--- src/rtl/lfsr_period_monitor_pkg.sv ---
// Shared definitions for the LFSR period monitor: FSM state encoding and
// the maximal-period helper.
package lfsr_period_monitor_pkg;

   typedef enum logic [1:0] {
      IDLE    = 2'd0,
      MEASURE = 2'd1,
      DONE    = 2'd2
   } mon_state_t;

   function automatic int unsigned max_period(input int unsigned w);
      return (32'd1 << w) - 32'd1;
   endfunction

endpackage

--- src/rtl/lfsr_cycle_counter.sv ---
// WIDTH+1-bit edge counter with synchronous load-to-1, enable and a
// terminal flag at 2^WIDTH.
module lfsr_cycle_counter
   import lfsr_period_monitor_pkg::*;
#(
   parameter int unsigned WIDTH = 4
) (
   input  logic           i_clk,
   input  logic           i_rst_n,
   input  logic           i_load,
   input  logic           i_en,
   output logic [WIDTH:0] o_count,
   output logic           o_terminal
);

   localparam logic [WIDTH:0] C_TERM = {1'b1, {WIDTH{1'b0}}};

   logic [WIDTH:0] r_count;

   always_ff @(posedge i_clk) begin
      if (!i_rst_n) begin
         r_count <= '0;
      end else if (i_load) begin
         r_count <= (WIDTH+1)'(1);
      end else if (i_en) begin
         r_count <= r_count + 1'b1;
      end
   end

   assign o_count    = r_count;
   assign o_terminal = (r_count == C_TERM);

endmodule

--- src/rtl/lfsr_period_monitor.sv ---
// Measures the period of an LFSR output stream: latches a reference sample on
// start and counts edges until it reappears, flagging maximal/stuck/timeout.
module lfsr_period_monitor
   import lfsr_period_monitor_pkg::*;
#(
   parameter int unsigned WIDTH = 4
) (
   input  logic             clock,
   input  logic             reset,
   input  logic             start,
   input  logic [WIDTH-1:0] sample_in,
   output logic             busy,
   output logic             done,
   output logic [WIDTH:0]   period,
   output logic             maximal,
   output logic             stuck,
   output logic             timeout
);

   localparam logic [WIDTH:0] C_MAX = (WIDTH+1)'(max_period(WIDTH));

   mon_state_t       r_state;
   logic [WIDTH-1:0] r_ref;
   logic [WIDTH-1:0] r_prev;
   logic             r_busy;
   logic             r_done;
   logic [WIDTH:0]   r_period;
   logic             r_maximal;
   logic             r_stuck;
   logic             r_timeout;

   logic [WIDTH:0]   w_count;
   logic             w_terminal;
   logic             w_load;
   logic             w_en;
   logic             w_hit_ref;
   logic             w_hit_prev;

   assign w_hit_ref  = (sample_in == r_ref);
   assign w_hit_prev = (sample_in == r_prev);
   assign w_load     = (r_state != MEASURE) && start;
   // Count only on edges where none of the terminating rules fire.
   assign w_en       = (r_state == MEASURE) && !w_hit_ref && !w_hit_prev && !w_terminal;

   lfsr_cycle_counter #(
      .WIDTH (WIDTH)
   ) u_counter (
      .i_clk      (clock),
      .i_rst_n    (reset),
      .i_load     (w_load),
      .i_en       (w_en),
      .o_count    (w_count),
      .o_terminal (w_terminal)
   );

   always_ff @(posedge clock) begin
      if (!reset) begin
         r_state   <= IDLE;
         r_ref     <= '0;
         r_prev    <= '0;
         r_busy    <= 1'b0;
         r_done    <= 1'b0;
         r_period  <= '0;
         r_maximal <= 1'b0;
         r_stuck   <= 1'b0;
         r_timeout <= 1'b0;
      end else begin
         r_done <= 1'b0;
         case (r_state)
            IDLE, DONE: begin
               if (start) begin
                  r_ref     <= sample_in;
                  r_prev    <= sample_in;
                  r_period  <= '0;
                  r_maximal <= 1'b0;
                  r_stuck   <= 1'b0;
                  r_timeout <= 1'b0;
                  r_busy    <= 1'b1;
                  r_state   <= MEASURE;
               end
            end
            MEASURE: begin
               if (w_hit_ref) begin
                  r_period  <= w_count;
                  r_maximal <= (w_count == C_MAX);
                  r_stuck   <= (w_count == (WIDTH+1)'(1));
                  r_done    <= 1'b1;
                  r_busy    <= 1'b0;
                  r_state   <= DONE;
               end else if (w_hit_prev) begin
                  r_stuck   <= 1'b1;
                  r_period  <= '0;
                  r_done    <= 1'b1;
                  r_busy    <= 1'b0;
                  r_state   <= DONE;
               end else if (w_terminal) begin
                  r_timeout <= 1'b1;
                  r_period  <= '0;
                  r_done    <= 1'b1;
                  r_busy    <= 1'b0;
                  r_state   <= DONE;
               end else begin
                  r_prev <= sample_in;
               end
            end
            default: r_state <= IDLE;
         endcase
      end
   end

   assign busy    = r_busy;
   assign done    = r_done;
   assign period  = r_period;
   assign maximal = r_maximal;
   assign stuck   = r_stuck;
   assign timeout = r_timeout;

endmodule

--- config.mk ---
export PLATFORM = sky130hd
export DESIGN_NAME = lfsr_period_monitor
export DESIGN_NICKNAME = d
export VERILOG_FILES = /design/src/rtl/lfsr_period_monitor_pkg.sv /design/src/rtl/lfsr_cycle_counter.sv /design/src/rtl/lfsr_period_monitor.sv
export SDC_FILE = /design/constraint.sdc
export NUM_CORES = 1
export LEC_CHECK = 0
export BUFFER_PORTS_ARGS = -buffer_cell sky130_fd_sc_hd__buf_2
export CAP_MARGIN = 0
export CORE_MARGIN = 3
export CORE_UTILIZATION = 39
export CTS_CLUSTER_DIAMETER = 50
export CTS_CLUSTER_SIZE = 20
export DETAILED_ROUTE_END_ITERATION = 8
export GPL_ROUTABILITY_DRIVEN = 0
export GPL_TIMING_DRIVEN = 0
export SKIP_CTS_REPAIR_TIMING = 1
export SYNTH_ARGS = -nofsm -noshare
export SYNTH_HDL_FRONTEND = slang
export SYNTH_SLANG_ARGS = --single-unit
export TNS_END_PERCENT = 20
--- constraint.sdc ---
create_clock -name clock -period 4.6 [get_ports clock]
set_clock_uncertainty 0.05 [all_clocks]
set_input_delay 0.46 -clock clock [delete_from_list [all_inputs] [get_ports clock]]
set_output_delay 0.46 -clock clock [all_outputs]
set_load 0.02 [all_outputs]
# Word level (Yosys, flattened, before mapping)
# Cells that the tools add are included.
[word_totals]
out_inout_bits = 10
regBits = 25
ram_bits = 0
mem_bits_ro = 0
latchBits = 0
memories = 0
[op_classes]
mux = 35
addsub = 1
reduce_logical = 20
div_mod_pow = 0
shift = 0
bitwise = 1
eq_ne = 16
n_mul = 0
order_cmp = 0
[ops]
columns = ["cell", "count"]
rows = [
  ["$mux W5", 4],
  ["$mux W1", 16],
  ["$mux W4", 4],
  ["$ne A2 B2 Y1 const B", 6],
  ["$pmux W5 S2", 1],
  ["$reduce_and A5 Y1", 2],
  ["$reduce_and A3 Y1", 3],
  ["$eq A4 B4 Y1", 2],
  ["$mux W2", 4],
  ["$pmux W1 S2", 4],
  ["$pmux W4 S2", 1],
  ["$reduce_and A2 Y1", 3],
  ["$add A5 B1 Y5 const B", 1],
  ["$eq A5 B1 Y1 const B", 1],
  ["$eq A5 B4 Y1 const B", 1],
  ["$eq A5 B5 Y1 const B", 1],
  ["$logic_and A1 B1 Y1", 4],
  ["$ne A4 B4 Y1 const B", 1],
  ["$pmux W2 S2", 1],
  ["$reduce_bool A2 Y1", 2],
  ["$reduce_or A2 Y1", 2],
  ["$logic_not A1 Y1", 3],
  ["$ne A3 B3 Y1 const B", 1],
  ["$eq A2 B1 Y1 const B", 1],
  ["4 further kinds", 4],
]

# Logic depth before layout (Yosys ltp)
# Gate-level depths: netlist (run 1).
[depth]
word_depth = 7
depth_mapped = 7
depth_no_buf = 6

# Modules after synthesis
# Synthesis (run 1) repeated with hierarchy kept, for this count alone.
[unflattened]
hier_cells = 154
hier_area_um2 = 1335.0
[modules_own_cells]
columns = ["module", "seq_area_each_um2", "cells_each", "area_each_um2", "n_inst"]
rows = [
  ["lfsr_period_monitor", 400.4, 127, 1062.3, 1],
  ["lfsr_cycle_counter", 100.1, 27, 272.8, 1],
]

# Worst setup path before layout (run 1)
# OpenSTA, ideal clock, no wires.
[synth_timing]
path_type = "input-to-reg"
start = "input sample_in[2]"
end = "register u_counter.r_count[3] (netlist: u_counter.o_count[3])"
setup_ns = 0.070
cell_stages = 6
n_path_buf = 1
t_arrival_ns = 1.886
path_slack_ns = 2.595
t_required_ns = 4.480
cell_sequence = "xnor2_1 > and4_4 > or4_1 > buf_2 > or3_1 > a21oi_1"
[synth_between]
elab_chain_len = 5
elab_cells_between_ends = 7
cone_classes = "eq/ne (2); reduce/logical (5)"
[synth_lines]
columns = ["item", "line", "source"]
rows = [
  ["start, declared", "lfsr_period_monitor.sv:11", "input logic [WIDTH-1:0] sample_in,"],
  ["$eq A4 B4 Y1", "lfsr_period_monitor.sv:39", "assign w_hit_ref = (sample_in == r_ref);"],
  ["$logic_not A1 Y1", "lfsr_period_monitor.sv:43", "assign w_en = (r_state == MEASURE) && !w_hit_ref && !w_hit_prev && !w_terminal;"],
  ["$logic_and A1 B1 Y1", "lfsr_period_monitor.sv:43", ""],
  ["$logic_and A1 B1 Y1 (*) (2 in series)", "lfsr_period_monitor.sv:43", ""],
  ["end signal, assigned", "lfsr_cycle_counter.sv:24", "r_count <= (WIDTH+1)'(1);"],
  ["end signal, assigned", "lfsr_cycle_counter.sv:26", "r_count <= r_count + 1'b1;"],
  ["end, declared", "lfsr_cycle_counter.sv:18", "logic [WIDTH:0] r_count;"],
]
# Every way passes the cells marked *; elsewhere a longest branch is shown, timed or not.
# A chain may end at the register's enable or synchronous reset.

# Worst setup path in the final report (run 1)
[layout_timing]
start = "register u_counter.r_count[0] (netlist: u_counter.o_count[0])"
end = "register r_period[2] (netlist: period[2])"
[layout_between]
elab_chain_len = 3
[layout_lines]
columns = ["item", "line", "source"]
rows = [
  ["$eq A5 B5 Y1", "lfsr_cycle_counter.sv:31", "assign o_terminal = (r_count == C_TERM);"],
  ["$ne A4 B4 Y1 (no line)", "--", ""],
  ["$reduce_and A3 Y1 (no line)", "--", ""],
  ["end signal, assigned", "lfsr_period_monitor.sv:84", "r_period <= w_count;"],
  ["end, declared", "lfsr_period_monitor.sv:27", "logic [WIDTH:0] r_period;"],
]
# Every way passes these cells.

==> impl_results.md, run 1 <==
* CP Launch Type: register
* Seq/Total Area, Yosys at 0.4494
* Row count at 18
* RSZ-0062 raised after global routing: false
* Worst Path Max Fanout at 8
* Max-slew violations at 0
* Die area at roughly 3500 um^2
* Metal2 WL at 1140 um
* Synth-to-Final Area Change at 13.26%
* Vias in the first global route at slightly above 900
* RR Startpoint: u_counter.o_count[0]
* CP Cell Sequence: inv_1 > ha_1 > and3_1 > o31ai_1 > a32oi_1 > nor2_1
* Hold_ws at 0.3599 ns
* Fin area at 1261 um^2
* Area leader, netlist: dfxtp_1
* Cell depth of the worst setup path at 6
* Worst min-delay path category: input port to register
* IO Count at 17
* Avg Cell Area, Syn at ~9 um^2
* Fmax at 443.9 MHz
* DRT met1 WL at 1101 um
* Placed Cells at 170
* Reg-to-Reg End: period[2]
* Synth warnings at 0
* Grt ovf at 0
* Final hold vios at 0
* Period utilisation layout at 0.4898
* Critical Path Start: u_counter.o_count[0]
* Crit path DAT at 2.47 ns
* Outcome: finished clean
* Clock transition at path regs at 0.14 ns
* Die Ht at 59.44 um
* Top cells by count, synth: dfxtp_1, nor2_1, nand2_1, a21oi_1, a32oi_1
* Die X at 59.44 um
* Fraction of registers with async set/reset at 0
* ANT nets after route at 0
* Num CTS Buffers at 3
* Diode count at 0
* Initial antenna violation count at 0
* CP Buf/Inv Count at 1
* CTS tree: built
* Top routing layer used: met4
* Worst setup path end: period[2]
* R2R Setup Slk at 2.35 ns
* R2R depth at 6
* Unique masters post-synth at 30
* Largest net degree at the start of global routing at 16
* Seq cells post-synth at 25
* Fill count at 263
* Top cell type's share of synthesized area at 0.4494
* Wire length per cell at 13.54 um
* Drt total wl at roughly 2400 um
* Layout Nets at approximately 160
* First-pass GRT wire length at around 4000 um
* Via count at 945
* Max_slew headroom at 0.3065
* Most instantiated library cell after synthesis: dfxtp_1
* Post-place instance area at 1231 um^2
* Vias per cell at between 5 and 6
* Final setup viols at 0
* HPWL Detailed at around 1800 um
* Port buffer count at 16
* Post-synth EDFFs at 0
* GRT Total Usage at 0.1510
* Max cap viols at 0
* Clock Path Buffers at 2
* Cell area after synthesis at 1114 um^2
* Core ar. at about 2600 um^2
* CTS Sinks at 25
* Worst Tran Pin Value at 1.031 ns
* Critical path required time at 4.82 ns
* Clock Latency Late Sink at 0.32 ns
* Static leakage at 0.0005200 uW
* Setup TNS at 0 ns
* Synth top area cells: dfxtp_1, a21oi_1, nor2_1
* P per Cell Area at around 310 nW/um^2
* Crit. End Element: register
* Crit-path slowest cell: o31ai_1
* Worst path max stage delay at 0.84 ns
* Initial core utilization at 0.4300
* H-tree levels at 1
* Top_reg_cell synth: dfxtp_1
* Non-Filler Instances at 174
* Worst Path Class, Setup: register to register
* Iter 0 DRT Violations at 23
* Drt pass-1 iters at 6
* Tmin final at 2.253 ns
* DR DRC count at 0
* Worst vdd ir at 0.0002570 V
* Layout cell share with drive strength beyond 1 at 0.1736
* Post-Synthesis Cells at ~120
* Synthesized net count at 135
* Metal3 WL at 94 um
* CTS root buffer: clkbuf_4
* CP top delay family: compound AO/OA/AOI/OAI gates
## sequential cells by signal, summed over array words and instances, names as in the netlist
register	flops
busy	1
done	1
maximal	1
period	5
r_prev	4
r_ref	4
r_state	2
stuck	1
timeout	1
u_counter.o_count	5
## where the power goes
group	switching (uW)	internal [uW]
Sequential	8.07	226
Combinational	38.5	24.7
Clock	65.8	33.2
Total	112	284
## layout by cell type, fill, tap and decap left out
cell type   count
and3_1          2
nor2_1         16
a21oi_1        12
xor2_1          4
buf_2          17
o41ai_2         1
nand2_1        14
nand3_1         1
clkbuf_4        3
or3b_2          1
o31ai_1         1
o211ai_1        3
or3_1           3
inv_1           4
ha_1            4
a31oi_1         1
and4_4          1
a32oi_1         6
mux2i_1         5
dfxtp_1        25
clkinv_1        1
nor2b_1         2
or4_1           1
clkbuf_1        3
nand2b_1        2
nor4_1          1
o21ai_0         2
a211oi_1        1
nand4_1         1
mux2_2          1
clkinvlp_4      1
xnor2_1         4
## stage by stage
step	util	setup WS, ns	power, uW
6_report	0.4870	2.347	396.7
5_1_grt	0.4870	2.060	421.5
4_1_cts	0.4870	2.349	402.8
3_5_place_dp	0.4754	2.299	302.5
3_3_place_gp	0.4754	2.312	300.8
2_1_floorplan	-	2.595	282.7
## cells by family after synthesis
kind of cell | Yosys count | share of synthesized area
buffers and inverters | 9 | 0.03145
and+or+nand+nor | 45 | 0.1921
muxes | 6 | 0.05506
DFF | 25 | 0.4494
AOI/OAI and AO/OA | 27 | 0.1641
adders and majority gates | 4 | 0.04495
xor gates and xnor gates | 8 | 0.06291
## tightest hold or removal path, stage by stage
cell	delay [ns]
buf_2	0.13
nand2_1	0.06
a21oi_1	0.05
## metal layers
layer	vias to the layer above	global-route usage
met2	20	0.2683
met3	2	0.04793
met1	444	0.1766
met4	0	0.02913
met5	-	0
li1	479	-
## worst min-delay path by stage
| stage | startpoint | endpoint | slack (ns) | cells past startpoint |
|---|---|---|---|---|
| 2_1_floorplan | r_prev[0] | r_prev[0] | 0.40 | 2 |
| 3_3_place_gp | r_ref[1] | r_ref[1] | 0.40 | 2 |
| 3_5_place_dp | r_ref[2] | r_ref[2] | 0.41 | 2 |
| 4_1_cts | sample_in[2] | r_ref[2] | 0.35 | 3 |
| 5_1_grt | sample_in[2] | r_ref[2] | 0.35 | 3 |
| 6_report | sample_in[2] | r_ref[2] | 0.36 | 3 |
## area by class of cell
cell class | count | area, um^2 | area share
Multi-Input combinational cell | 90 | 578.1 | 0.4583
Sequential cell | 25 | 500.5 | 0.3968
Timing Repair Buffer | 16 | 80.08 | 0.06349
Tap cell | 30 | 37.54 | 0.02976
Clock buffer | 3 | 22.52 | 0.01786
Inverter | 5 | 18.77 | 0.01488
Buffer | 4 | 16.27 | 0.01290
Clock inverter | 1 | 7.507 | 0.005952
Power figures use the tool's default switching activity.
==> run 2: changes to the inputs <==
Clock period 4.6 ns to 1.87 ns, I/O delays scaled along.
==> run 2 against run 1 <==
The flow now finishes with violations (setup timing). Sequential share of layout area down 0.60 points. Count of clock-buffer cells in the layout up 1. Register-to-register slack worse by 2.4 ns. Design area up 3.6%. Die area unchanged. Fmax up 19%. Global-route usage down 0.39 points. Routed wire length up 2.2%. Combinational power rose to 2.7 times the previous value. First-iteration DRC count up 35%. Critical path type unchanged. Largest cell class unchanged. Largest power group unchanged.
==> impl_results.md, run 2 (synthesized netlist as in run 1, its figures left out) <==
* Reg area at around 500 um^2
* Tmin final at about 1.9 ns
* Outcome: complete, but fails checks
* Worst Path Class, Setup: register to register
* Vias per cell at 5.391
* Initial core utilization at 0.4300
* Max_slew headroom at 0.5138
* Violated checks: setup timing
* Final hold vios at 0
* Fmax at 526.5 MHz
* Initial antenna violation count at 0
* Layout cell share with drive strength beyond 1 at 0.2500
* CTS tree: built
* GRT Total Usage at 0.1471
* Worst Path Max Fanout at 9
* Vias in the first global route at 862
* Drt pass-1 iters at 4
* Static leakage at around 0.00053 uW
* Largest net degree at the start of global routing at 14
* Clock Latency Late Sink at 0.31 ns
* Placed Cells at 170
* Die area at roughly 3500 um^2
* Core Util, Final at 0.5043
* Max cap viols at 0
* RSZ-0062 raised after global routing: true
* Most common cell after layout, fill and taps aside: dfxtp_1
* Iter 0 DRT Violations at 31
* Drt total wl at 2408 um
* Crit. End Element: register
* CP Launch Type: register
* Non-Filler Instances at around 170
* First-pass GRT wire length at ~3900 um
* CTS Sinks at 25
* Wire length per cell at 13.84 um
* Die Ht at ~59 um
* DR DRC count at 0
* Clock Path Buffers at 2
* Fill count at 244
* Max-slew violations at 0
* Via count at 938
* Setup TNS at -0.04653 ns
* Grt ovf at 0
* H-tree levels at 1
* Diode count at 0
* Worst vdd ir at 0.0005464 V
* Layout Nets at 156
* Num CTS Buffers at 3
* IO Count at 17
* Crit path DAT at 2.11 ns
* HPWL Detailed at 1793 um
* Commonest cells after routing, fill and taps aside: dfxtp_1, nor2_1, buf_2, nand2_1, a21oi_1
* Final setup viols at 2
* Die X at 59.44 um
* P per Cell Area at about 750 nW/um^2
* Pre-CTS WS at -0.2341 ns
* Area occupied by multi-input gates at 610.6 um^2
* Critical path required time at 2.08 ns
* Worst setup margin at -0.02936 ns
* ANT nets after route at 0
* Row count at 18
* Synth-to-Final Area Change at 17.30%
* Worst Tran Pin Value at between 0.7 and 0.8 ns
* Period utilisation layout at 1.016
* Pwr Total at 982.4 uW
* Worst min-delay path category: input port to register
* Clock transition at path regs at roughly 0.13 ns
* Port buffer count at 16
* CTS root buffer: clkbuf_4
* Core ar. at roughly 2600 um^2
[run 2: per-layer routing]
| layer | track usage | wire, um | vias to the layer above |
|---|---|---|---|
| met2 | 0.2184 | 1068 | 21 |
| li1 | - | - | 479 |
| met1 | 0.2077 | 1208 | 434 |
| met4 | 0.06796 | 33 | 0 |
| met3 | 0.02179 | 98 | 4 |
| met5 | 0 | 0 | - |
[run 2: final timing paths]
kind | start | to | slack (ns) | depth (start not counted)
hold reg to reg | r_ref[1] | r_ref[1] | 0.43 | 2
hold / removal | sample_in[2] | r_ref[2] | 0.09 | 3
setup reg to reg | r_ref[0] | u_counter.o_count[3] | -0.03 | 5
setup / recovery | r_ref[0] | u_counter.o_count[3] | -0.03 | 5
[run 2: critical path: stages, from the launching register on]
cell and delay, ns:
dfxtp_1 0.35, xnor2_1 0.14, and4_4 0.22, or4_4 0.59
or3_1 0.39, a21oi_2 0.11
[run 2: cell type report]
type                    count  area share
inverters                   5     0.01437
flip-flops and latches     25      0.3908
well taps                  30     0.02874
plain buffers               2    0.005747
multi-input cells          90      0.4674
repair buffers             18     0.07280
clock buffers               4     0.02011
[run 2: where the power goes]
| part | total, uW | switching, uW | internal [uW] | leakage, uW |
|---|---|---|---|---|
| combinational | 169 | 103 | 66.5 | 0.000306 |
| clock | 239 | 156 | 83.3 | 0.0000150 |
| sequential | 574 | 16.6 | 557 | 0.000206 |
| total | 982 | 275 | 707 | 0.000526 |
[run 2: stage by stage]
| step | hold slack, ns | cell area (um^2) |
|---|---|---|
| after floorplan | 0.2730 | 1131 |
| after global placement | 0.4057 | 1249 |
| after detailed placement | 0.4111 | 1249 |
| after CTS | 0.08575 | 1275 |
| after global routing | 0.09038 | 1306 |
| final | 0.09078 | 1306 |
